$ cat src/rtl/bus_err_axi_tap_pkg.sv
// bus_err_axi_tap_pkg: shared AXI response codes, channel indices and request entry type for the tap
package bus_err_axi_tap_pkg;
  localparam logic [1:0] RESP_OKAY   = 2'd0;
  localparam logic [1:0] RESP_EXOKAY = 2'd1;
  localparam logic [1:0] RESP_SLVERR = 2'd2;
  localparam logic [1:0] RESP_DECERR = 2'd3;
  localparam int unsigned CH_RD = 0;
  localparam int unsigned CH_WR = 1;
  localparam int unsigned TAP_ADDR_W = 48;
  localparam int unsigned TAP_META_W = 1;
  typedef struct packed {
    logic [TAP_ADDR_W-1:0] addr;
    logic [TAP_META_W-1:0] meta;
  } req_entry_t;
  function automatic logic [1:0] rr_pick(input logic [1:0] elig, input logic ptr);
    return &elig ? (ptr ? 2'b10 : 2'b01) : elig;
  endfunction
endpackage

$ cat src/rtl/bus_err_tap_fifo.sv
// bus_err_tap_fifo: fall-through queue; an empty queue forwards data_i combinationally
module bus_err_tap_fifo #(
  parameter int unsigned Width = 8,
  parameter int unsigned Depth = 2
) (
  input  logic             clk_i,
  input  logic             rst_i,
  input  logic             push_i,
  input  logic             pop_i,
  input  logic [Width-1:0] data_i,
  output logic [Width-1:0] data_o,
  output logic             full_o,
  output logic             empty_o
);
  localparam int unsigned PtrW = Depth > 1 ? $clog2(Depth) : 1;
  localparam logic [PtrW-1:0] LastPtr = PtrW'(Depth - 1);
  localparam logic [PtrW:0] FullCnt = (PtrW + 1)'(Depth);
  logic [Width-1:0] mem_q [Depth];
  logic [PtrW-1:0] rd_q, rd_d, wr_q, wr_d;
  logic [PtrW:0] cnt_q, cnt_d;
  logic wr_en, rd_en;
  assign empty_o = cnt_q == '0;
  assign full_o  = cnt_q == FullCnt;
  assign data_o  = empty_o ? data_i : mem_q[rd_q];
  // a push popped in the same cycle while empty bypasses storage entirely
  always_comb begin
    wr_en = push_i && (!full_o || pop_i) && !(empty_o && pop_i);
    rd_en = pop_i && !empty_o;
    wr_d  = wr_en ? (wr_q == LastPtr ? '0 : wr_q + 1'b1) : wr_q;
    rd_d  = rd_en ? (rd_q == LastPtr ? '0 : rd_q + 1'b1) : rd_q;
    cnt_d = (wr_en && !rd_en) ? cnt_q + 1'b1 : (rd_en && !wr_en) ? cnt_q - 1'b1 : cnt_q;
  end
  always_ff @(posedge clk_i or posedge rst_i) begin
    if (rst_i) begin
      rd_q  <= '0;
      wr_q  <= '0;
      cnt_q <= '0;
    end else begin
      rd_q  <= rd_d;
      wr_q  <= wr_d;
      cnt_q <= cnt_d;
    end
  end
  always_ff @(posedge clk_i) begin
    if (wr_en) mem_q[wr_q] <= data_i;
  end
endmodule

$ cat src/rtl/bus_err_axi_tap.sv
// bus_err_axi_tap: passive AXI4 monitor turning AR/R and AW/B handshakes into one-hot error-unit events
module bus_err_axi_tap
  import bus_err_axi_tap_pkg::*;
#(
  parameter int unsigned AddrWidth      = TAP_ADDR_W,
  parameter int unsigned MetaDataWidth  = TAP_META_W,
  parameter int unsigned ErrBits        = 3,
  parameter int unsigned QueueDepth     = 2,
  parameter int unsigned MaxOutstanding = 4
) (
  input  logic                     clk_i,
  input  logic                     rst_i,
  input  logic                     ar_valid_i,
  input  logic                     ar_ready_i,
  input  logic [AddrWidth-1:0]     ar_addr_i,
  input  logic [MetaDataWidth-1:0] ar_meta_i,
  input  logic                     aw_valid_i,
  input  logic                     aw_ready_i,
  input  logic [AddrWidth-1:0]     aw_addr_i,
  input  logic [MetaDataWidth-1:0] aw_meta_i,
  input  logic                     r_valid_i,
  input  logic                     r_ready_i,
  input  logic                     r_last_i,
  input  logic [1:0]               r_resp_i,
  input  logic                     b_valid_i,
  input  logic                     b_ready_i,
  input  logic [1:0]               b_resp_i,
  input  logic                     clear_i,
  output logic [1:0]               req_hs_valid_o,
  output logic [AddrWidth-1:0]     req_addr_o,
  output logic [MetaDataWidth-1:0] req_meta_o,
  output logic [1:0]               rsp_hs_valid_o,
  output logic [1:0]               rsp_burst_last_o,
  output logic [ErrBits-1:0]       rsp_err_o,
  output logic                     overflow_o
);
  localparam int unsigned ReqW = AddrWidth + MetaDataWidth;
  localparam int unsigned OutW = $clog2(MaxOutstanding + 1);
  localparam logic [OutW-1:0] MaxOut = OutW'(MaxOutstanding);
  logic [1:0] req_push, req_pop, req_full, req_empty, req_elig;
  logic [1:0] rsp_push, rsp_pop, rsp_full, rsp_empty, rsp_elig;
  logic [1:0][ReqW-1:0] req_din, req_dout;
  logic [1:0][1:0] rsp_din, rsp_dout;
  logic [1:0][OutW-1:0] outst_q, outst_d;
  logic [1:0] acc0_q, acc0_d;
  logic req_rr_q, req_rr_d, rsp_rr_q, rsp_rr_d;
  logic [1:0] req_v_q, rsp_v_q;
  logic [ReqW-1:0] req_data_q, req_data_d;
  logic [ErrBits-1:0] rsp_err_q, rsp_err_d;
  logic ovf_q, ovf_d, r_fire, drop;
  assign r_fire = r_valid_i & r_ready_i;
  assign req_push = {aw_valid_i & aw_ready_i, ar_valid_i & ar_ready_i};
  assign rsp_push = {b_valid_i & b_ready_i, r_fire & r_last_i};
  assign req_din[CH_RD] = {ar_addr_i, ar_meta_i};
  assign req_din[CH_WR] = {aw_addr_i, aw_meta_i};
  // the burst reports its first SLVERR/DECERR, otherwise the last beat's own code
  assign rsp_din[CH_RD] = acc0_q[1] ? acc0_q : r_resp_i;
  assign rsp_din[CH_WR] = b_resp_i;
  for (genvar c = 0; c < 2; c++) begin : g_ch
    bus_err_tap_fifo #(.Width(ReqW), .Depth(QueueDepth)) u_req (
      .clk_i, .rst_i, .push_i(req_push[c]), .pop_i(req_pop[c]), .data_i(req_din[c]),
      .data_o(req_dout[c]), .full_o(req_full[c]), .empty_o(req_empty[c])
    );
    bus_err_tap_fifo #(.Width(2), .Depth(QueueDepth)) u_rsp (
      .clk_i, .rst_i, .push_i(rsp_push[c]), .pop_i(rsp_pop[c]), .data_i(rsp_din[c]),
      .data_o(rsp_dout[c]), .full_o(rsp_full[c]), .empty_o(rsp_empty[c])
    );
    assign req_elig[c] = (!req_empty[c] || req_push[c]) && outst_q[c] < MaxOut;
    assign rsp_elig[c] = (!rsp_empty[c] || rsp_push[c]) && outst_q[c] != '0;
    assign outst_d[c] = (req_pop[c] && !rsp_pop[c]) ? outst_q[c] + 1'b1 :
                        (rsp_pop[c] && !req_pop[c]) ? outst_q[c] - 1'b1 : outst_q[c];
  end
  always_comb begin
    acc0_d     = !r_fire ? acc0_q : r_last_i ? RESP_OKAY :
                 (!acc0_q[1] && r_resp_i[1]) ? r_resp_i : acc0_q;
    req_pop    = rr_pick(req_elig, req_rr_q);
    rsp_pop    = rr_pick(rsp_elig, rsp_rr_q);
    req_rr_d   = &req_elig ? ~req_rr_q : req_rr_q;
    rsp_rr_d   = &rsp_elig ? ~rsp_rr_q : rsp_rr_q;
    req_data_d = req_pop[CH_WR] ? req_dout[CH_WR] : req_pop[CH_RD] ? req_dout[CH_RD] : '0;
    rsp_err_d  = ErrBits'(rsp_pop[CH_WR] ? rsp_dout[CH_WR] : rsp_pop[CH_RD] ? rsp_dout[CH_RD] : RESP_OKAY);
    drop       = |((req_push & req_full & ~req_pop) | (rsp_push & rsp_full & ~rsp_pop));
    ovf_d      = drop | (ovf_q & ~clear_i);
  end
  always_ff @(posedge clk_i or posedge rst_i) begin
    if (rst_i) begin
      acc0_q     <= RESP_OKAY;
      outst_q    <= '0;
      req_rr_q   <= 1'b0;
      rsp_rr_q   <= 1'b0;
      req_v_q    <= '0;
      req_data_q <= '0;
      rsp_v_q    <= '0;
      rsp_err_q  <= '0;
      ovf_q      <= 1'b0;
    end else begin
      acc0_q     <= acc0_d;
      outst_q    <= outst_d;
      req_rr_q   <= req_rr_d;
      rsp_rr_q   <= rsp_rr_d;
      req_v_q    <= req_pop;
      req_data_q <= req_data_d;
      rsp_v_q    <= rsp_pop;
      rsp_err_q  <= rsp_err_d;
      ovf_q      <= ovf_d;
    end
  end
  assign req_hs_valid_o   = req_v_q;
  assign req_addr_o       = req_data_q[ReqW-1 -: AddrWidth];
  assign req_meta_o       = req_data_q[MetaDataWidth-1:0];
  assign rsp_hs_valid_o   = rsp_v_q;
  assign rsp_burst_last_o = rsp_v_q;
  assign rsp_err_o        = rsp_err_q;
  assign overflow_o       = ovf_q;
endmodule

$ cat config.mk
export PLATFORM = sky130hd
export DESIGN_NAME = bus_err_axi_tap
export DESIGN_NICKNAME = d
export VERILOG_FILES = /design/src/rtl/bus_err_axi_tap_pkg.sv /design/src/rtl/bus_err_tap_fifo.sv /design/src/rtl/bus_err_axi_tap.sv
export SDC_FILE = /design/constraint.sdc
export NUM_CORES = 1
export LEC_CHECK = 0
export BUFFER_PORTS_ARGS = -buffer_cell sky130_fd_sc_hd__buf_2
export CELL_PAD_IN_SITES_DETAIL_PLACEMENT = 2
export CELL_PAD_IN_SITES_GLOBAL_PLACEMENT = 2
export CORE_MARGIN = 2
export CORE_UTILIZATION = 29
export CTS_BUF_LIST = sky130_fd_sc_hd__clkbuf_4
export CTS_CLUSTER_DIAMETER = 100
export DETAILED_ROUTE_END_ITERATION = 10
export GPL_ROUTABILITY_DRIVEN = 0
export PLACE_DENSITY = 0.66
export SLEW_MARGIN = 20
export SYNTH_ARGS = -nofsm -noshare
export SYNTH_HDL_FRONTEND = slang
export SYNTH_SLANG_ARGS = --single-unit
export TNS_END_PERCENT = 10
$ cat constraint.sdc
create_clock -name clk_i -period 4.2 [get_ports clk_i]
set_clock_uncertainty 0.15 [all_clocks]
set_input_delay 0.42 -clock clk_i [delete_from_list [all_inputs] [get_ports clk_i]]
set_output_delay 0.42 -clock clk_i [all_outputs]
set_load 0.01 [all_outputs]
* Word-level counts from Yosys, hierarchy flattened *
Memories as Yosys holds them, arrays and structs flattened.
Cells that the tools add are included.

storage, ports and cells
  input bits = 114
  memories = 4
  logic and storage cells = 195
  output and inout bits = 59
  memory bits (writable) = 204
  register bits = 82

operators by class
  $add $sub $neg = 20
  bitwise logic cells = 17
  reduce and logical (&&, ||, !) cells = 83
  muxes and demuxes = 43
  equality and inequality tests = 4
  $lt $le $gt $ge = 2

memory list
  memory               depth  width  read ports  clocked after memory_dff  wr ports  line                    text
  g_ch[0].u_req.mem_q  2      49     1           0                         1         bus_err_tap_fifo.sv:18  logic [Width-1:0] mem_q [Depth];
  g_ch[1].u_req.mem_q  2      49     1           0                         1         bus_err_tap_fifo.sv:18
  g_ch[0].u_rsp.mem_q  2      2      1           0                         1         bus_err_tap_fifo.sv:18
  g_ch[1].u_rsp.mem_q  2      2      1           0                         1         bus_err_tap_fifo.sv:18

operator list
  kind                                               number
  2-to-1 mux 49 bit                                  4
  2-to-1 mux 2 bit                                   19
  logical AND 1 bit                                  33
  zero test 1 bit                                    25
  2-to-1 mux 1 bit                                   16
  nonzero test 2 bit                                 7
  2-to-1 mux 3 bit                                   4
  adder 1 bit, second input constant                 8
  adder 2 x 1 -> 2 bit, second input constant        4
  AND 2 bit                                          4
  == test 2 bit, second input constant               4
  zero test 2 bit                                    4
  logical OR 1 bit                                   8
  subtractor 2 x 1 -> 2 bit, second input constant   4
  adder 3 x 1 -> 3 bit, second input constant        2
  AND 1 bit                                          6
  less-than comparator 3 bit, second input constant  2
  AND reduction 2 bit                                3
  nonzero test 3 bit                                 2
  subtractor 3 x 1 -> 3 bit, second input constant   2
  inverter 2 bit                                     2
  inverter 1 bit                                     3
  OR 2 bit                                           1
  OR reduction 2 bit                                 1
  OR 1 bit                                           1

* Longest topological paths before layout *
Gate-level depths: netlist (run 1).

  depth in word-level cells = 13
  depth in mapped cells = 11
  mapped depth without buffers = 10

* By module *
A second synthesis (run 1) with hierarchy kept.

unflattened totals
  cells, all modules = 829
  area, all modules = 11,801.3 um^2

modules (own cells, without submodules)
  module                                area an instance (um^2)  instances  sequential area each (um^2)  cells each
  bus_err_tap_fifo (g_ch[0].u_req ...)  4,189.0                  2          3,042.9                      283
  bus_err_axi_tap                       2,685.1                  1          1,651.6                      201
  bus_err_tap_fifo (g_ch[0].u_rsp ...)  369.1                    2          220.2                        31

* Least setup slack after synthesis (run 1) *
OpenSTA, ideal clock, no wires.

  path type = input -> register
  start = input aw_valid_i
  end = memory g_ch[0].u_req.mem_q[0][0] in the netlist's numbering, enable pin
  stages = 6
  buffers on the path = 1
  path slack = 0.103 ns
  setup time = 0.456 ns
  arrival = 3.492 ns
  required time = 3.594 ns
  path through = a211o_1 a221o_1 buf_2 xor2_1 o21bai_2 nor2_1

on the way
  longest elaborated chain between the ends = 10
  elaborated cells between the ends (all ways) = 12
  those cells by class = mux: 3; bitwise: 1; reduce/logical: 8

ends and longest elaborated chain
  what                                                          line                       text
  start: declaration                                            bus_err_axi_tap.sv:17      input logic aw_valid_i,
  AND 1 bit (*)                                                 bus_err_axi_tap.sv:52      assign req_push = {aw_valid_i & aw_ready_i, ar_valid_i & ar_ready_i};
  logical OR 1 bit (*)                                          bus_err_axi_tap.sv:68      assign req_elig[c] = (!req_empty[c] || req_push[c]) && outst_q[c] < MaxOut;
  logical AND 1 bit (*)                                         bus_err_axi_tap.sv:68
  AND reduction 2 bit (*)                                       bus_err_axi_tap_pkg.sv:16  return &elig ? (ptr ? 2'b10 : 2'b01) : elig;
  2-to-1 mux 2 bit (*)                                          bus_err_axi_tap_pkg.sv:16
  logical OR 1 bit / logical AND 1 bit (equally long branches)  bus_err_tap_fifo.sv:27     wr_en = push_i && (!full_o || pop_i) && !(empty_o && pop_i);
  logical AND 1 bit / zero test 1 bit (equally long branches)   bus_err_tap_fifo.sv:27
  logical AND 1 bit (*)                                         bus_err_tap_fifo.sv:27
  2-to-1 mux 1 bit (*)                                          bus_err_tap_fifo.sv:45     if (wr_en) mem_q[wr_q] <= data_i;
  2-to-1 mux 1 bit (implied by the code) (*)                    bus_err_tap_fifo.sv:45
  end: declaration                                              bus_err_tap_fifo.sv:18

Every way passes the cells marked *; elsewhere a longest branch is shown, timed or not.

* Final worst setup path (run 1) *
  start = input aw_ready_i
  end = memory g_ch[1].u_req.mem_q[1][2] in the netlist's numbering, enable pin

on the way
  longest elaborated chain between the ends = 10
  elaborated cells between the ends (all ways) = 12
  those cells by class = mux: 3; bitwise: 1; reduce/logical: 8

ends and longest elaborated chain
  what                                                          line                       text
  start: declaration                                            bus_err_axi_tap.sv:18      input logic aw_ready_i,
  AND 1 bit (*)                                                 bus_err_axi_tap.sv:52
  logical OR 1 bit (*)                                          bus_err_axi_tap.sv:68
  logical AND 1 bit (*)                                         bus_err_axi_tap.sv:68
  AND reduction 2 bit                                           bus_err_axi_tap_pkg.sv:16
  2-to-1 mux 2 bit (*)                                          bus_err_axi_tap_pkg.sv:16
  named net g_ch[1].u_req.pop_i                                 bus_err_tap_fifo.sv:9      input logic pop_i,
  logical OR 1 bit / logical AND 1 bit (equally long branches)  bus_err_tap_fifo.sv:27
  logical AND 1 bit / zero test 1 bit (equally long branches)   bus_err_tap_fifo.sv:27
  logical AND 1 bit (*)                                         bus_err_tap_fifo.sv:27
  2-to-1 mux 1 bit (*)                                          bus_err_tap_fifo.sv:45
  2-to-1 mux 1 bit (implied by the code) (*)                    bus_err_tap_fifo.sv:45
  end: declaration                                              bus_err_tap_fifo.sv:18

Mark *: on every way through the listed nets, which the timed path passes. The rest lies on a longest branch.

==> impl_metrics.tcl, run 1 <==
set metrics [dict create \
    status "complete, no violations" \
    synth_edf_count 204 \
    pwr_density_cell_nw_per_um2 698 \
    critical-path-top-cell-by-count "dlygate4sd3_1" \
    start_util_pct 29.5 \
    chipHeight_um 203 \
    crit_type "in -> reg" \
    cts_root_buf "clkbuf_4" \
    fin_tns_setup_ns 0 \
    synth_commonest_cells "204 x edfxtp_1, 101 x mux2i_1, 82 x dfrtp_1" \
    die_area_um2 41100 \
    grtUsageMet2_pct 27.9 \
    synth_compound_area_share_pct 8.25 \
    critPathLaunchType "input port" \
    synth_top_cell_by_area "edfxtp_1" \
    drive_gt1_share_pct 28.9 \
    clkLatencyLatePin_ns 0.70 \
    avgSynthCellArea_um2 14.9 \
    synth_top_cell_area_share_pct 53.5 \
    rsz0062_at_grt "false" \
    fin_nets 1228 \
    async_reset_ff_share_pct 28.7 \
    clock_path_buffers 3 \
    end_kind "flip-flop" \
    worstPathArrival_ns 3.33 \
    holdWs_ns 0.141 \
    die_w_um 203 \
    overflow 0 \
    synthFlopType "edfxtp_1" \
    grt_pass1_vias 8968 \
    max_stage_delay_ns 0.60 \
    met1_usage_pct 19.4 \
    ys_seq_elements 286 \
    cap_violations 0 \
    antenna_found_initial 4 \
    yosys-top-cells-area "edfxtp_1 54%, dfrtp_1 18%, mux2i_1 8.8%" \
    ios 173 \
    crit_slowest_cell "dlygate4sd3_1" \
    cts_setup_buffers 0 \
    maxSlewViolCount 0 \
    yosys_warnings 0 \
    grt_max_degree 99 \
    clkTransAtPathRegs_ns 0.06 \
    ir_worst_vdd_v 0.000490 \
    synthesis.nets 892 \
    total_power_mw 10.5 \
    htree_levels 3 \
    fillers 3994 \
    syn_area_um2 11400 \
    core_um2 38800 \
    route.detailed.drc 0 \
    vias_per_cell 4.55 \
    synth_top_family_by_area "multiplexers" \
    grtUsageTotal_pct 16.1 \
    crit_family "buffers and inverters" \
    vias 7688 \
    critPathRequiredTime_ns 4.38 \
    drt_iter0_drc 313 \
    seq_area_frac_synth_pct 71.5 \
    portBuffers 171 \
    synth_cell_types 46 \
    synth-simple-area-share_pct 5.39 \
    crit_buf_inv 4 \
    grt_pass1_wl_mm 50.8 \
    crit_fanout 19 \
    fmax_ghz 0.318 \
    period_minus_slack_ns 3.15 \
    cts_tree "built" \
    wl_per_cell_um 19.2 \
    post-route-period-util_pct 75.0 \
    synthAdderAreaFrac_pct 1.01 \
    cts_sinks 286 \
    hold_path_class "in -> reg" \
    area_delta_synth_final_pct 31.9 \
    slew_headroom_pct 31.5 \
    use_met3_pct 4.04 \
    leakagePower_nw 6.12 \
    dp_hpwl_mm 19.5 \
    antenna_left 0 \
    drt_wl_total_mm 32.5 \
    setup_viol 0 \
    muxShareOfSynthArea_pct 9.03 \
    synth_cells 770 \
    synth_xor_area_share_pct 2.30 \
    numCtsBuffers 80 \
    finalHoldViolations 0 \
    dr.pass1.iters 6 \
    grt_busiest_layer "met2" \
    crit_path_cell_trace "dlygate4sd3_1 > buf_2 > nand2_1 > dlygate4sd3_1 > a221oi_4 > xnor2_1 > o21bai_2 > nor2_4 > buf_4" \
    yosysMostFrequentCell "edfxtp_1" \
    worst_pin_slew_ns 1.03 \
    row_count 72 \
]
## worst paths after layout
path / start / slack [ns] / end / cells after the start
min: ar_ready_i / 0.14 / g_ch[0].u_req.wr_q / 4
min reg2reg: g_ch[1].u_rsp.wr_q / 0.34 / g_ch[1].u_rsp.wr_q / 1
max reg2reg: g_ch[0].u_req.cnt_q[0] / 1.22 / g_ch[1].u_req.mem_q[1][2] / 6
max in group asynchronous: rst_i / 2.43 / g_ch[0].u_req.rd_q / 5
min in group asynchronous: rst_i / 0.57 / req_data_q[43] / 4
max: aw_ready_i / 1.05 / g_ch[1].u_req.mem_q[1][2] / 9
## sequential cells by signal, indices dropped and copies added, names as in the netlist
signal and count:
rsp_rr_q 1, overflow_o 1, g_ch.u_req.rd_q 2, acc0_q 2, outst_q 6, req_data_q 49
req_hs_valid_o 2, rsp_err_o 2, g_ch.u_req.wr_q 2, req_rr_q 1, rsp_burst_last_o 2, g_ch.u_req.mem_q 196
g_ch.u_rsp.wr_q 2, g_ch.u_rsp.cnt_q 4, g_ch.u_rsp.rd_q 2, g_ch.u_rsp.mem_q 8, g_ch.u_req.cnt_q 4
## cell usage in the layout (no fill, tap or decap), types with 3 or more instances in the layout
cell type | netlist | routed
a21oi_1 | 57 | 57
buf_2 | 15 | 171
buf_4 | 4 | 13
clkbuf_4 | 0 | 128
clkinv_1 | 0 | 13
dfrtp_1 | 82 | 80
diode_2 | 0 | 3
dlygate4sd3_1 | 0 | 116
edfxtp_1 | 204 | 204
ha_1 | 6 | 6
inv_1 | 15 | 14
mux2i_1 | 101 | 101
nand2_1 | 58 | 58
nor2_1 | 71 | 66
nor2_4 | 0 | 5
nor2b_1 | 4 | 4
nor3_1 | 3 | 3
o21ai_0 | 5 | 5
o221ai_1 | 49 | 49
xnor2_1 | 17 | 17
xor2_1 | 13 | 13
## metrics by stage
| stage | worst slack, ns | cell area [um2] | utilization (%) | cells |
|---|---|---|---|---|
| finish | 1.05 | 15100 | 38.9 | 1690 |
| detailed placement | 1.12 | 12900 | 33.1 | 1426 |
| global placement | 1.22 | 12900 | 33.1 | 1426 |
| CTS | 1.18 | 15100 | 38.9 | 1687 |
| floorplan | 0.103 | 11400 | - | 770 |
| global route | 0.908 | 15100 | 38.9 | 1690 |
## report_power, final
group	leakage (nW)	switching, mW	internal [mW]
Clock	0.636	1.18	1.44
Sequential	2.87	0.624	3.80
Combinational	2.61	2.00	1.50
## routing by layer
metal,part of all wire [%],vias up
li1,-,3586
met1,43,3857
met2,50,194
met3,4.8,49
met4,2.2,2
met5,0.040,-
## tightest hold or removal path, stage by stage
cell and delay [ns]:
buf_2 0.12, nand2_1 0.11, o21bai_2 0.22, xnor2_1 0.08
## timing repair
action | in CTS | in global routing
hold buffers | 116 | 0
gates resized for setup | 0 | 0
hold endpoints to repair | 343 | 0
## final cells by class
cell class	count	area, um2	area share, %
Sequential cell	286	8190	54.2
Multi-Input combinational cell	422	3020	20.0
Timing Repair Buffer	301	2130	14.1
Clock buffer	128	961	6.37
Tap cell	518	648	4.29
Clock inverter	17	91.3	0.605
Inverter	15	58.8	0.390
Antenna cell	3	7.51	0.0497
## logic make-up (layout without fill, tap and decap cells)
family | count (synthesis) | after routing
flops | 286 | 286
simple gates | 149 | 149
buf+inv | 62 | 461
other cells | 1 | 4
fa+ha+maj | 8 | 8
compound gates | 131 | 131
xor+xnor | 30 | 30
mux | 103 | 103
Note: power is estimated with default switching activity, not from simulation.
==> run 2, diff against run 1 <==
- PLACE_DENSITY: 0.66 -> 0.64
- clock period: 4.2 -> 3.2 ns (I/O delays scaled with it)
==> run 2 against run 1 <==
Against the previous run: die area stayed put; combinational power is 39% higher; critical path depth is 2 higher; highest routed layer is now met4.
==> impl_metrics.tcl, run 2 (same netlist as run 1, synthesis figures left out) <==
set metrics [dict create \
    crit_start "r_last_i" \
    cts_setup_buffers 0 \
    row_count 72 \
    status "complete, no violations" \
    clkLatencyLatePin_ns 0.72 \
    fmax_ghz 0.330 \
    critPathRequiredTime_ns 3.63 \
    grt_max_degree 68 \
    ios 173 \
    cts_root_buf "clkbuf_4" \
    core_um2 38800 \
    worst-r2r-cell-count 10 \
    crit_slowest_cell "dlygate4sd3_1" \
    vias_per_cell 4.61 \
    chipHeight_um 203 \
    cts_sinks 286 \
    dr.pass1.iters 4 \
    r2r-start "g_ch[0].u_rsp.cnt_q[0]" \
    fin_tns_setup_ns 0 \
    start_util_pct 29.5 \
    max_stage_delay_ns 0.65 \
    worst_r2r_endpoint "outst_q[2]" \
    period_minus_slack_ns 3.03 \
    slew_headroom_pct 40.3 \
    cap_violations 0 \
    htree_levels 3 \
    die_area_um2 41100 \
    drt_iter0_drc 267 \
    crit_path_cell_trace "dlygate4sd3_1 > buf_2 > nand3_1 > dlygate4sd3_1 > a21oi_1 > a21boi_1 > inv_1 > ha_1 > inv_1 > fa_1 > mux2_2" \
    worst_pin_slew_ns 0.895 \
    largest_register_ffs 196 \
    grt_pass1_vias 8991 \
    drt_wl_total_mm 33.0 \
    portBuffers 171 \
    area_delta_synth_final_pct 33.6 \
    worstPathArrival_ns 3.46 \
    final_cells 1700 \
    setup_viol 0 \
    antenna_found_initial 4 \
    pwr_density_cell_nw_per_um2 924 \
    overflow 0 \
    vias 7833 \
    post-route-period-util_pct 94.7 \
    die_w_um 203 \
    fin_nets 1236 \
    clkTransAtPathRegs_ns 0.06 \
    clock_path_buffers 3 \
    fillers 3971 \
    critPathLaunchType "input port" \
    drive_gt1_share_pct 29.6 \
    grt_pass1_wl_mm 51.5 \
    antenna_left 0 \
    ir_worst_vdd_v 0.000485 \
    finalHoldViolations 0 \
    hold_path_class "in -> reg" \
    final_common_cell "edfxtp_1" \
    wl_per_cell_um 19.4 \
    crit_fanout 6 \
    hold_depth 5 \
    numCtsBuffers 80 \
    rsz0062_at_grt "false" \
    r2r_setup_slack_ns 0.48 \
    end_kind "flip-flop" \
    dp_hpwl_mm 19.1 \
    grtUsageTotal_pct 16.5 \
    final_cell_mix "204 x edfxtp_1, 171 x buf_2, 133 x clkbuf_4" \
    top_regs "g_ch.u_req.mem_q (196), req_data_q (49), g_ch.u_rsp.mem_q (8)" \
    top_register "g_ch.u_req.mem_q" \
    cts_tree "built" \
    route.detailed.drc 0 \
    cp-endpoint "outst_q[1]" \
    dp_cells 1431 \
    maxSlewViolCount 0 \
    leakagePower_nw 6.20 \
    crit_type "in -> reg" \
]
run 2: through the flow:
stage,utilization (%),area [um2],power (mW),worst slack (ns),hold slack [ns]
global placement,33.4,13000,10.4,0.584,0.321
global route,39.4,15300,15.2,0.0371,0.0846
detailed placement,33.4,13000,10.6,0.336,0.325
finish,39.4,15300,14.1,0.171,0.104
CTS,39.3,15300,14.4,0.122,0.00441
floorplan,-,11500,8.79,-0.0681,0.266
run 2: worst min-delay path by stage:
stage / startpoint / end
after global routing: r_ready_i / g_ch[0].u_rsp.wr_q
after global placement: g_ch[1].u_rsp.wr_q / g_ch[1].u_rsp.wr_q
after floorplan: r_last_i / acc0_q[0]
after CTS: r_ready_i / g_ch[0].u_rsp.wr_q
final: r_ready_i / g_ch[0].u_rsp.wr_q
after detailed placement: g_ch[1].u_rsp.wr_q / g_ch[1].u_rsp.wr_q
run 2: repair_timing:
item,in CTS,in global routing
hold buffers,119,0
resized for setup,0,2
endpoints found under the hold margin,331,0
setup endpoints to repair,0,2
run 2: power by group:
group          leakage, nW  switching [mW]  internal [mW]
logic                 2.66            2.81           2.06
registers             2.87           0.704           4.98
clock network        0.662            1.55           2.03
total                 6.20            5.07           9.07
run 2: layout make-up:
cell class	count	area [um2]	share of cell area [%]
clock buffers	133	998	6.53
well taps	518	648	4.24
repair buffers	309	2260	14.8
inverters	15	61.3	0.401
multi-input cells	422	3020	19.8
flip-flops and latches	286	8190	53.5
diodes	4	10.0	0.0655
clock inverters	13	103	0.671
run 2: routing by layer:
layer / GRT usage (%) / up-vias / share of wire [%]
li1: - / 3623 / -
met1: 20.5 / 3980 / 43
met2: 28.0 / 181 / 50
met3: 4.32 / 49 / 4.7
met4: 5.27 / 0 / 1.8
met5: 0 / - / 0
run 2: worst max-delay path, delay by kind of cell:
family	cells	cell delay [ns]
buffers and inverters	5	1.54
AO/OA/AOI/OAI	2	0.49
adder cells (fa/ha/maj)	2	0.64
multiplexers	1	0.27
AND/OR/NAND/NOR	1	0.20
==> run 3, diff against run 2 <==
- CTS_BUF_LIST: sky130_fd_sc_hd__clkbuf_4 -> unset
- clock period: 3.2 -> 3.8 ns (I/O delays scaled with it)
==> run 3 against run 2 <==
Against the previous run: first-iteration DRC count down 21%; sequential power is 14% lower; setup slack better by 0.80 ns; sequential cell count is the same; count of clock-buffer cells in the layout decreased by 85; global-route usage decreased by 0.65 points; via count fell by 5.7%; combinational power decreased by 20%; sequential share of layout area is 0.70 points higher; core utilization shrank 0.51 points; largest power group unchanged; highest routed layer unchanged.
==> impl_metrics.tcl, run 3 (same netlist as run 1, synthesis figures left out) <==
set metrics [dict create \
    cts_setup_buffers 0 \
    cts_tree "built" \
    slew_headroom_pct 29.3 \
    end_kind "flip-flop" \
    cts_root_buf "clkbuf_16" \
    top_regs "g_ch.u_req.mem_q (196), req_data_q (49), g_ch.u_rsp.mem_q (8)" \
    grt_pass1_vias 8575 \
    die_area_um2 41100 \
    crit_slowest_cell "a221o_2" \
    clock_path_buffers 3 \
    setup_slack_ns 0.973 \
    numCtsBuffers 35 \
    maxSlewViolCount 0 \
    final_cell_mix "204 x edfxtp_1, 171 x buf_2, 103 x dlygate4sd3_1" \
    wl_met2_mm 16.4 \
    critical-path-top-cell-by-count "xor2_1" \
    fmax_ghz 0.354 \
    ios 173 \
    antenna_left 0 \
    drive_gt1_share_pct 24.0 \
    hold_buffers 103 \
    drt_iter0_drc 211 \
    period_minus_slack_ns 2.83 \
    clkTransAtPathRegs_ns 0.06 \
    critPathLaunchType "flip-flop" \
    max_stage_delay_ns 0.55 \
    chipHeight_um 203 \
    antenna_found_initial 1 \
    fin_tns_setup_ns 0 \
    crit_buf_inv 1 \
    critPathRequiredTime_ns 4.08 \
    hold_path_class "in -> reg" \
    crit_fanout 16 \
    rsz0062_at_grt "false" \
    vias 7389 \
    pwr_density_cell_nw_per_um2 803 \
    worstPathArrival_ns 3.10 \
    crit_path_cell_trace "a211o_1 > a221o_2 > xor2_1 > o21bai_2 > inv_1 > ha_1 > xor2_1 > nor2_1 > xor2_1" \
    row_count 72 \
    place_ws_ns 0.906 \
    vias_per_cell 4.64 \
    top_register "g_ch.u_req.mem_q" \
    final_common_cell "edfxtp_1" \
    core_um2 38800 \
    grt_pass1_wl_mm 50.1 \
    clkLatencyLatePin_ns 0.51 \
    ctsResizeCount 0 \
    area_delta_synth_final_pct 31.9 \
    portBuffers 171 \
    grtUsageTotal_pct 15.8 \
    crit_family "compound AO/OA/AOI/OAI gates" \
    final_core_util_pct 38.9 \
    cap_violations 0 \
    overflow 0 \
    crit_type "reg -> reg" \
    grt_max_degree 52 \
    wl_met3_mm 1.25 \
    finalHoldViolations 0 \
    dr.pass1.iters 7 \
    dp_hpwl_mm 18.5 \
    post-route-period-util_pct 74.4 \
    htree_levels 2 \
    status "complete, no violations" \
    die_w_um 203 \
    total_power_mw 12.1 \
    start_util_pct 29.5 \
    leakagePower_nw 6.00 \
    route.detailed.drc 0 \
    largest_register_ffs 196 \
    wl_per_cell_um 20.1 \
    drt_wl_total_mm 32.0 \
    setup_viol 0 \
    worst_pin_slew_ns 1.06 \
    cts_sinks 286 \
    fin_nets 1169 \
    ir_worst_vdd_v 0.000449 \
    top_layer "met4" \
    wl_met1_mm 13.8 \
]
## run 3: cell type report
class                      instances  area [um2]
tap                              518         648
clock buffer                      48        1010
clock inverter                    15         154
multi-input combinational        422        3020
sequential                       286        8190
fill                            3884       23700
inverter                          15        58.8
timing repair buffer             287        2020
antenna                            1        2.50
## run 3: per-layer routing
layer	track usage (%)	up-vias
met5	0	-
met1	19.7	3773
met4	4.33	0
met2	28.1	151
met3	2.83	36
li1	-	3429
## run 3: where the power goes
part	total [mW]	internal (mW)	switching [mW]
combinational	3.89	1.66	2.23
sequential	4.88	4.20	0.687
clock	3.36	2.06	1.29
total	12.1	7.92	4.21
## run 3: path summary, 6_finish.rpt
path	from	end	slack, ns	cells after the start
worst max-delay path	g_ch[1].u_req.cnt_q[1]	g_ch[0].u_req.cnt_q[1]	0.97	9
worst min-delay path	r_resp_i[1]	acc0_q[1]	0.05	3
worst max register to register	g_ch[1].u_req.cnt_q[1]	g_ch[0].u_req.cnt_q[1]	0.97	9
worst min register to register	g_ch[1].u_rsp.wr_q	g_ch[1].u_rsp.wr_q	0.34	1
max in group asynchronous	rst_i	outst_q[1]	2.25	4
min in group asynchronous	rst_i	req_data_q[40]	0.40	3
## run 3: worst register-to-register path: stages (launching register included)
cell      delay, ns
dfrtp_1        0.44
a211o_1        0.35
a221o_2        0.55
xor2_1         0.21
o21bai_2       0.34
inv_1          0.09
ha_1           0.20
xor2_1         0.14
nor2_1         0.12
xor2_1         0.16
## run 3: per-stage QoR
step	hold WS (ns)	cells	area, um2
finish	0.0457	1592	15100
CTS	0.0279	1591	15100
detailed placement	0.330	1425	12900
global route	0.0477	1592	15100
floorplan	0.305	770	11400
global placement	0.325	1425	12900
